<file path="src/rtl/store_log_ram.sv">
`default_nettype none
// ============================================================================
// Module      : store_log_ram
// Description : Circular log of the most recent stores. Owns the write
//               pointer, the saturating entry count and a registered read
//               port addressed relative to the newest entry.
// Ports       : clk, reset (async, active-low)
//               i_clr      - clear pointer and entry count (run start)
//               i_we       - write {i_addr, i_data} at the pointer
//               i_rd_idx   - read index, 0 = most recent entry
//               o_rd_addr  - registered address of selected entry
//               o_rd_data  - registered data of selected entry
//               o_rd_valid - registered (i_rd_idx < entry count)
// Revision    : 1.0 - initial release
// ============================================================================
module store_log_ram #(
    parameter int ADDR_W    = 16,
    parameter int DATA_W    = 16,
    parameter int LOG_DEPTH = 8
) (
    input  logic                         clk,
    input  logic                         reset,
    input  logic                         i_clr,
    input  logic                         i_we,
    input  logic [ADDR_W-1:0]            i_addr,
    input  logic [DATA_W-1:0]            i_data,
    input  logic [$clog2(LOG_DEPTH)-1:0] i_rd_idx,
    output logic [ADDR_W-1:0]            o_rd_addr,
    output logic [DATA_W-1:0]            o_rd_data,
    output logic                         o_rd_valid
);

    localparam int IDX_W = $clog2(LOG_DEPTH);
    localparam int CNT_W = IDX_W + 1;
    localparam logic [CNT_W-1:0] c_full = CNT_W'(LOG_DEPTH);

    typedef struct packed {
        logic [ADDR_W-1:0] addr;
        logic [DATA_W-1:0] data;
    } entry_t;

    entry_t           r_mem [LOG_DEPTH];
    logic [IDX_W-1:0] r_wptr;
    logic [CNT_W-1:0] r_count;
    logic [IDX_W-1:0] w_rd_ptr;

    // Newest entry sits just below the write pointer; the depth is a power
    // of two so the subtraction wraps naturally.
    assign w_rd_ptr = r_wptr - IDX_W'(1) - i_rd_idx;

    // Storage carries no reset: contents are meaningless until counted.
    always_ff @(posedge clk) begin
        if (i_we) begin
            r_mem[r_wptr] <= '{addr: i_addr, data: i_data};
        end
    end

    always_ff @(posedge clk or negedge reset) begin
        if (!reset) begin
            r_wptr  <= '0;
            r_count <= '0;
        end else if (i_clr) begin
            r_wptr  <= '0;
            r_count <= '0;
        end else if (i_we) begin
            r_wptr <= r_wptr + IDX_W'(1);
            if (r_count != c_full) begin
                r_count <= r_count + CNT_W'(1);
            end
        end
    end

    // Non-blocking read: a same-cycle write to the selected slot is not seen.
    always_ff @(posedge clk or negedge reset) begin
        if (!reset) begin
            o_rd_addr  <= '0;
            o_rd_data  <= '0;
            o_rd_valid <= 1'b0;
        end else begin
            o_rd_addr  <= r_mem[w_rd_ptr].addr;
            o_rd_data  <= r_mem[w_rd_ptr].data;
            o_rd_valid <= ({1'b0, i_rd_idx} < r_count);
        end
    end

endmodule : store_log_ram
`default_nettype wire

</file>
<file path="config.mk">
export PLATFORM = sky130hd
export DESIGN_NAME = store_log_ram
export DESIGN_NICKNAME = d
export VERILOG_FILES = /design/src/rtl/store_log_ram.sv
export SDC_FILE = /design/constraint.sdc
export NUM_CORES = 1
export LEC_CHECK = 0
export ABC_AREA = 1
export ABC_CLOCK_PERIOD_IN_PS = 6900
export BUFFER_PORTS_ARGS = -buffer_cell sky130_fd_sc_hd__buf_2
export CORE_MARGIN = 1.5
export CORE_UTILIZATION = 65
export CTS_BUF_LIST = sky130_fd_sc_hd__clkbuf_8
export CTS_CLUSTER_SIZE = 20
export DETAILED_ROUTE_END_ITERATION = 7
export PLACE_DENSITY_LB_ADDON = 0.1
export SETUP_SLACK_MARGIN = 0.02
export SLEW_MARGIN = 20
export SYNTH_ARGS = -nofsm -noshare
export SYNTH_HDL_FRONTEND = slang
export SYNTH_SLANG_ARGS = --single-unit
</file>
<file path="constraint.sdc">
create_clock -name clk -period 6.9 [get_ports clk]
set_clock_uncertainty 0.1 [all_clocks]
set_input_delay 0.69 -clock clk [delete_from_list [all_inputs] [get_ports clk]]
set_output_delay 0.69 -clock clk [all_outputs]
set_load 0.05 [all_outputs]
</file>
# [Word-level counts from Yosys, hierarchy flattened]
# Memories as Yosys holds them, arrays and structs flattened. A register that Yosys moved wholly into a read port is not among the register bits.
# Cells that the tools add are included.
# W data, S select, Z words.
[totals] register_bits=8 mem_bits_rw=256 output_inout_bits=33 n_memories=1
[classes] n_addsub=4 magnitude_cmp=1 n_eq_ne=1 n_mux=7 reduce_logical=4
[memory_table] name="r_mem" words=8 width=32 read_ports=1 rd_ports_with_merged_regs=1 wr=1 line="42" source="entry_t r_mem [LOG_DEPTH];"
[op_table] op="$mux W4" count=3
[op_table] op="$mux W3" count=2
[op_table] op="$add A4 B1 Y4 const B" count=1
[op_table] op="$lt A3 B4 Y1" count=1
[op_table] op="$ne A4 B4 Y1 const B" count=1
[op_table] op="$reduce_bool A2 Y1" count=2
[op_table] op="$add A3 B1 Y3 const B" count=1
[op_table] op="$sub A3 B1 Y3 const B" count=1
[op_table] op="$sub A3 B3 Y3" count=1
[op_table] op="$mux W1" count=2
[op_table] op="$reduce_and A2 Y1" count=1
[op_table] op="$logic_not A1 Y1" count=1

# [Longest topological paths before layout]
# Gate-level depths: netlist of run 1.
[depth] depth_word=4 ltp_mapped=11 mapped_depth_nobuf=10

# [Worst setup path after synthesis of run 1]
# Ideal clock, no wire load.
[synth_path] path_kind="in2reg" startpoint="input port i_we" endpoint="memory r_mem[0][0] (netlist name) (enable)" setup_ps=421 arrival_time_ps=2383 path_slack_ps=3996 stages=3 n_path_buf=0 path_cell_list="inv_1 -> or2_2 -> nor2_1"
[synth_between] elab_chain_len=2
[synth_rtl] element="start, declared" line="24" source="input logic i_we,"
[synth_rtl] element="$mux W1" line="53" source="if (i_we) begin"
[synth_rtl] element="$mux W1 (not written as such)" line="54" source="r_mem[r_wptr] <= '{addr: i_addr, data: i_data};"
[synth_rtl] element="end, declared" line="42"
# Every way passes these cells.

# [Final worst setup path of run 1]
[layout_path] startpoint="register r_wptr[0]" endpoint="register o_rd_data[4] (read register of r_mem)"
[layout_between] elab_chain_len=2
[layout_rtl] element="start, declared" line="43" source="logic [IDX_W-1:0] r_wptr;"
[layout_rtl] element="start signal, assigned" line="66" source="r_wptr <= r_wptr + IDX_W'(1);"
[layout_rtl] element="$sub A3 B1 Y3" line="49" source="assign w_rd_ptr = r_wptr - IDX_W'(1) - i_rd_idx;"
[layout_rtl] element="$sub A3 B3 Y3" line="49"
[layout_rtl] element="end, declared" line="29" source="output logic [DATA_W-1:0] o_rd_data,"
# Every way passes these cells.
# A chain may end at the register's enable or synchronous reset.

==> results, run 1 <==
- Clock latency on the worst-skew pair, taken at its later pin, is ~0.55 ns.
- Measured on the finished design, the core utilization comes to 0.7413.
- The worst reg2reg path startpoint is r_wptr[0].
- The fraction of the yosys area taken by sequential cells is 0.6905.
- The adder-cell area share of the yosys netlist is 0.007557.
- The die outline width is 142.1 um.
- The clock passes through at most 3 buffers.
- The first detailed-routing pass ran for 5 iterations.
- The total negative slack is 0 ns.
- The post-synthesis cell type count is 21.
- Measured in cells, the most critical reg-to-reg path has a length of 9.
- The post-synthesis sequential element count is 296.
- The final routed wirelength across all metal layers is roughly 25000 um.
- In the routed design, unresolved DRC markers number 0.
- The fraction of final layout cells sized beyond drive strength 1 is 0.1156.
- In this run the standard cell core region covers about 19000 um^2.
- For this run, the post-layout net count is 1358.
- Across every metal layer, demand over resource in global routing totals 0.2550.
- The worst slew margin relative to its limit is 0.3113.
- In the synthesized netlist the async set-or-reset flop fraction comes to 0.1351.
- The kind of cell adding the most delay to the critical path is buffers and inverters.
- Counting tap cells, the placed design contains a total of between 1500 and 2000 instances.
- The clock net in this run drives a total of 296 sinks.
- The initial detailed-routing violation count is about 550.
- Relative to the synthesized area, the layout overhead comes to 10.93%.
- In the post-route analysis, the smallest setup slack over all paths is roughly 3.6 ns.
- Data on the critical path is required at its endpoint by slightly above 7 ns.
- For the pin with the worst max-slew slack, the measured transition is 1.033 ns.
- Across the VDD grid, the largest voltage drop is about 0.00023 V.
- Setup repair after global routing left no endpoint under its margin.
- The max-capacitance violation count is 0.
- The number of global-route vias before repair came to 7564.
- The total count of hold-check failures in the final report is 0.
- The part of the cycle the worst path needs is 0.4795.
- Of the post-synthesis cell area, the dominant cell type holds 0.6109.
- The endpoint of the lowest-slack register-to-register path is o_rd_data[4].
- The total of fill cells in the finished design is 1318.
- The I/O pin count is roughly 70.
- The slack of the worst reg-to-reg path is about 3.6 ns.
- In this run the worst path has a maximum fanout of 65.
- The proportion of synthesized area in mux cells is 0.
- The number of rows in the core area is 50.
- The net count after synthesis is 1273.
- Power spread over the standard cell area amounts to 287.2 nW/um^2.
- The count of buffering cells on the critical path with inverters included is 3.
- The signal arrival time at the worst endpoint is between 3 and 4 ns.
- The share of the synthesized area in compound gates (AO/OA/AOI/OAI) was 0.003381.
- The xor-xnor portion of the synthesized cell area is 0.0006960.
- Summing every instance area after synthesis gives between 10000 and 15000 um^2.
- TritonCTS built the clock tree.
- The number of antenna violations at the first check in global routing is 2.
- The synthesized design contains between 200 and 300 enable-type register cells.
- STA classifies the critical path endpoint as a flop.
- Buffers inserted during clock tree synthesis total 46.
- Across the whole layout, storage elements account for 8688 um^2.
- Prior to clock tree synthesis, the placed netlist has a worst setup slack of between 3 and 4 ns.
- The total area of multi-input combinational cells is approximately 2600 um^2.
- Subtracting the final worst setup slack from the clock period gives approximately 3.3 ns.
- The delay contributed by the slowest stage of the critical path is ~0.65 ns.
- Setup violations remaining at the end of the flow were counted as 0.
- After clock tree synthesis, the clock-pin slew on the worst setup and hold paths is roughly 0.06 ns.
- The overall die area is between 20000 and 25000 um^2.
- The cell leakage power is between 0.006 and 0.007 uW.
- The maximum number of pins on one net before global-route repair is 95.
- The biggest area contributor in the post-synthesis netlist is edfxtp_1.
- The type of origin of the critical path is a flop.
- The max-slew violation count is 0.
- In the synthesized netlist, the cells that appear most often are nand2_1 (446), inv_1 (270), edfxtp_1 (256).
- Summing over every cut layer, the via total after detailed routing is roughly 8000.
- Post-CTS repair changed the size of 0 cells.
- The cell with the most instances after synthesis is nand2_1.
- Timing would allow up to ~300 MHz.
- The first global-routing pass estimated between 30000 and 40000 um of wire.
- After technology mapping, the gate count stands at between 1000 and 1500.
- In the final routed layout, each cell accounts on average for 15.22 um.
- The post-CTS repair timing setup buffer count is 0.
- The slowest stage of the critical path belongs to the cell buf_4.
- The residual antenna-violating net count after detailed routing is 0.
- The H-tree was split into 2 levels.
- The count of buffers added on input and output ports is approximately 70.
- The path class of the tightest hold or removal check is in -> async.
- Hold repair after CTS inserted 0 buffers.
- Yosys printed 0 warnings.
- Of the total synthesized cell area, the portion taken by AND, OR, NAND and NOR gates is 0.1916.
- Ranked by total cell area, the synthesized netlist is headed by edfxtp_1 (61%), nand2_1 (13%), inv_1 (8.1%), dfrtp_1 (8.0%), nand3_1 (5.3%).
- Summing internal, switching and leakage power gives 4008 uW.
- The path type of the worst setup path is reg -> reg.
- The cell sitting at the root of the clock tree is a clkbuf_8.
- The effective utilization at floorplan is 0.6682.
- Walking the worst path, the cells encountered are ha_4 -> fa_2 -> buf_4 -> inv_2 -> buf_4 -> nand3_1 -> nand2_1 -> nand2_1 -> nand2_1.
- Global routing finished with a remaining overflow of 0.
- The congestion estimate from routability-driven global placement came to around 0.76.
- The ratio of routed vias to standard cells is between 4 and 5.
- The vertical extent of the die is ~140 um.
- The average cell area after synthesis is 10.26 um^2.
- For this run, the number of standard cells in the final layout without fillers is 1610.
- The half-perimeter wire length of the detailed placement result is 12940 um.
- The run finished with clean final reports.
- In the synthesized netlist the dominant register cell turns out to be edfxtp_1.
- The cell repeated most along the worst path is nand2_1.
- The largest family of logic cells by synthesized area is simple AND/OR/NAND/NOR gates.
## power by group
part	leakage [uW]	switching, uW	internal (uW)
combinational	0.00333	490	157
sequential	0.00282	29.1	2030
clock	0.000504	636	666
## worst max-delay path by stage
stage                            from             to  slack, ns  cells past startpoint
after floorplan                  i_we    r_mem[0][0]       4.00                      3
after global placement    i_rd_idx[0]   o_rd_data[4]       3.22                     10
after detailed placement  i_rd_idx[0]   o_rd_data[4]       3.17                     10
after CTS                   r_wptr[0]   o_rd_data[4]       3.50                      8
after global routing        r_wptr[0]  o_rd_addr[12]       3.40                      9
final                       r_wptr[0]   o_rd_data[4]       3.59                      9
## cell families after synthesis
family | count (synthesis)
xor+xnor | 1
compound gates | 8
flops | 296
buf+inv | 320
fa+ha+maj | 7
simple gates | 595
## placed cells by master, fill, tap and decap left out
| cell type | Yosys | layout |
|---|---|---|
| nor2_1 | 11 | 3 |
| diode_2 | 0 | 1 |
| o21ai_0 | 6 | 6 |
| ha_4 | 0 | 1 |
| nand2_1 | 446 | 446 |
| nand3_1 | 134 | 134 |
| inv_2 | 3 | 2 |
| nand2_2 | 2 | 2 |
| buf_2 | 19 | 71 |
| xnor2_1 | 1 | 1 |
| a21boi_0 | 1 | 1 |
| nand4_1 | 1 | 1 |
| a21oi_1 | 1 | 1 |
| fa_2 | 0 | 1 |
| inv_4 | 0 | 1 |
| buf_4 | 14 | 13 |
| or2_2 | 1 | 1 |
| dfrtp_1 | 40 | 40 |
| ha_1 | 6 | 5 |
| clkinvlp_4 | 0 | 1 |
| inv_1 | 270 | 291 |
| nor2_4 | 0 | 8 |
| clkinv_2 | 0 | 5 |
| clkinv_1 | 0 | 8 |
| clkbuf_8 | 0 | 50 |
| edfxtp_1 | 256 | 256 |
## state kept, by name, summed over array words and instances, names as in the netlist
register,count
o_rd_data,16
o_rd_addr,16
r_mem,256
r_count,4
r_wptr,3
o_rd_valid,1
## cell type report
type,count,share of cell area
multi-input combinational,611,0.1886
inverter,273,0.07359
tap,260,0.02331
antenna,1,0.0001793
sequential,296,0.6224
timing repair buffer,84,0.03245
clock buffer,50,0.04930
clock inverter,35,0.01013
## layer usage
layer | up-vias | share of wire | GRT usage
li1 | 3983 | - | -
met5 | - | 0.00049 | 0
met2 | 232 | 0.47 | 0.4064
met1 | 3772 | 0.44 | 0.3590
met3 | 57 | 0.063 | 0.04778
met4 | 2 | 0.027 | 0.08899
## metrics by stage
| step | cell area [um^2] | hold WS [ns] |
|---|---|---|
| 4_1_cts | 13950 | 0.1585 |
| 3_5_place_dp | 13130 | 0.4534 |
| 5_1_grt | 13960 | 0.1796 |
| 3_3_place_gp | 13130 | 0.4530 |
| 6_report | 13960 | 0.1537 |
| 2_1_floorplan | 12580 | 0.2944 |
## worst reg2reg max path: cells and delay by family (launching register included)
kind	cells	cell delay [ns]
adders and majority gates	2	0.71
and+or+nand+nor	4	0.38
buffers and inverters	3	1.55
DFF	1	0.45
Power figures use the tool's default switching activity.
==> inputs of run 2 (changes only) <==
ABC_CLOCK_PERIOD_IN_PS = 3100   (was 6900)
CORE_UTILIZATION = 63   (was 65)
clock period = 3.1 ns   (was 6.9 ns; I/O delays follow)
==> run 2 against run 1 <==
Effect of this change: utilization increased by 0.17 points; die area increased by 3.1%; hold slack got worse by 0.045 ns; global-route usage increased by 0.34 points; non-clock buffer count increased by 44; flip-flop and latch count unchanged; routed wire length increased by 4.9%; worst setup slack got worse by 2.7 ns; combinational power increased by 140%; sequential share of layout area decreased by 2.4 points; final area increased by 3.9%; sequential power increased by 120%; largest cell class unchanged; highest routed layer is now met4.
==> results, run 2 (synthesized netlist as in run 1, its figures left out) <==
- The run finished with clean final reports.
- The final routed wirelength across all metal layers is around 26000 um.
- The placeable core area is just under 20000 um^2.
- In the final layout, the registers with the most flip-flops are r_mem: 256 flops, o_rd_addr: 16 flops, o_rd_data: 16 flops.
- Dividing the detail-routed via count by the number of cells gives 4.989.
- The total power divided by cell area is roughly 630 nW/um^2.
- The standard cell with the maximum stage delay on the critical path is nor2_4.
- The total of endpoints with negative setup slack in the final report is 0.
- The type of the worst min-delay path is in -> reg.
- The register with the most flip-flops in the layout has around 260 of them.
- The delay contributed by the slowest stage of the critical path is 0.61 ns.
- During I/O placement, the number of pins put on the boundary was roughly 70.
- The library cell used most frequently in the layout, excluding fill and tap cells, is nand2_1.
- The signal on the critical path passes through dlygate4sd3_1 -> buf_2 -> inv_1 -> or2_2 -> nor2_4 -> buf_4.
- The total of fill cells in the finished design is between 1000 and 1500.
- Entering global routing, the biggest net connects between 100 and 150 pins.
- Derived from the worst setup path, the maximum achievable clock frequency is about 450 MHz.
- The number of rows in the core area is 51.
- The residual antenna-violating net count after detailed routing is 0.
- The largest register by flop count is r_mem.
- Power comes to between 9000 and 10000 uW.
- Detailed placement ended at an HPWL of between 10000 and 15000 um.
- The TritonCTS clock tree is built.
- The worst hold slack after final layout is approximately 0.11 ns.
- CTS built an H-tree with a depth of 2.
- The top cell types in the final layout, fill and taps aside, are nand2_1 (446), inv_1 (297), edfxtp_1 (256).
- The type of origin of the critical path is a primary input.
- The final weighted congestion in routability-driven placement is between 0.7 and 0.8.
- The transition time of the tightest slew-check pin is ~0.76 ns.
- For this design the static power due to leakage is around 0.007 uW.
- The clock period could shrink to 2.227 ns.
- The part of the cycle the worst path needs is 0.7184.
- Across every metal layer, demand over resource in global routing totals 0.2583.
- The effective utilization at floorplan is 0.6444.
- The worst slew margin relative to its limit is 0.4952.
- The die is around 140 um tall.
- Global routing finished with a remaining overflow of 0.
- The count of buffering cells on the critical path with inverters included is 4.
- For this block, the via count after detailed routing is 8271.
- For this run, the post-layout net count is between 1000 and 1500.
- After detailed routing, the number of remaining DRC violations is 0.
- The fraction of final layout cells sized beyond drive strength 1 is 0.1156.
- The first global-routing pass estimated 40520 um of wire.
- STA classifies the critical path endpoint as a flop.
- The worst ir drop on vdd is between 0.0004 and 0.0005 V.
- The total count of hold-check failures in the final report is 0.
- The max-slew violation count came to 0.
- The number of iterations in the first detailed-routing pass is 5.
- The required time at the worst-slack endpoint is around 3.2 ns.
- 0 antenna diodes ended up in the layout.
- The port buffer count is 71.
- The clock-pin slew on the worst setup and hold paths is around 0.06 ns.
- At the later pin of the worst-skew pair, clock insertion delay measures about 0.55 ns.
- CTS saw just under 300 sinks.
- The routed length per placed instance is ~16 um.
- The tree is rooted in a clkbuf_8.
- At the worst endpoint, the arrival time is 2.37 ns.
- Grouping stages by cell kind, the critical path spends the most delay in buffers and inverters.
- The die outline width is 144.3 um.
- The highest fanout seen on the critical path is 19.
- The critical path is of the in -> reg type.
- The number of global-route vias before repair is 8017.
- The total negative slack is 0 ns.
- The max-capacitance violation count is 0.
- Setup repair after global routing left no endpoint under its margin.
- Buffers inserted during clock tree synthesis total 47.
- The area growth from synthesis to layout is 15.29%.
- The number of antenna violations at the first check in global routing is 0.
- Counting along the longest clock path gives a buffer depth of 3.
- The overall die area is between 20000 and 25000 um^2.
- In this run, the number of DRC markers left after iteration 0 of detailed routing was 594.
==> run 2: cell types whose count changed in the layout (fill, tap and decap cells not counted) <==
cell	change
inv_4	-1
clkinv_2	-4
inv_1	+6
inv_6	+2
bufinv_16	+1
clkinvlp_4	-1
clkinv_1	-4
dlygate4sd3_1	+37
clkbuf_8	+1
buf_12	+7
diode_2	-1
==> run 2: per-stage QoR <==
step | area [um^2] | utilization | setup slack (ns) | instances
after floorplan | 12580 | - | 0.4851 | 1227
after global placement | 13270 | 0.6797 | 0.8425 | 1536
after detailed placement | 13270 | 0.6797 | 0.8568 | 1536
after CTS | 14510 | 0.7430 | 0.8959 | 1658
after global routing | 14510 | 0.7430 | 0.7801 | 1658
final | 14510 | 0.7430 | 0.8731 | 1658
==> run 2: path summary, 6_finish.rpt <==
path,startpoint,to,slack [ns],depth (start not counted)
setup reg to reg,r_wptr[0],r_mem[0][29],0.89,3
hold reg to reg,r_count[1],r_count[1],0.48,2
max in group asynchronous,reset,o_rd_data[6],1.91,3
setup / recovery,i_we,r_mem[0][29],0.87,6
hold / removal,i_rd_idx[1],o_rd_valid,0.11,5
min in group asynchronous,reset,r_wptr[2],0.25,2
==> run 2: what timing repair did <==
action	CTS	global route
setup buffers	0	0
hold endpoints to repair	284	0
gates resized for setup	0	0
hold buffers	37	0
==> run 2: final cells by class <==
cell class              instances  area (um^2)  share of cell area
clock inverters                34        163.9             0.01130
inverters                     273         1026             0.07072
repair buffers                128        963.4             0.06641
multi-input cells             611         2633              0.1815
clock buffers                  51        701.9             0.04838
flip-flops and latches        296         8688              0.5989
well taps                     265        331.6             0.02285
==> run 2: where the power goes <==
| group | leakage (uW) | switching (uW) | internal (uW) |
|---|---|---|---|
| Sequential | 0.00282 | 66.8 | 4520 |
| Combinational | 0.00355 | 1130 | 415 |
| Clock | 0.000540 | 1440 | 1590 |
==> run 2: worst register-to-register path: cells and delay by family (launching register included) <==
family,cells,cell delay (ns)
buf+inv,1,0.33
simple gates,2,1.04
flops,1,0.45
==> run 2: layer usage <==
layer | global-route usage | part of all wire | up-vias
li1 | - | - | 4076
met1 | 0.3587 | 0.44 | 3883
met2 | 0.4213 | 0.47 | 275
met3 | 0.04106 | 0.064 | 37
met4 | 0.08825 | 0.019 | 0
met5 | 0 | 0 | -
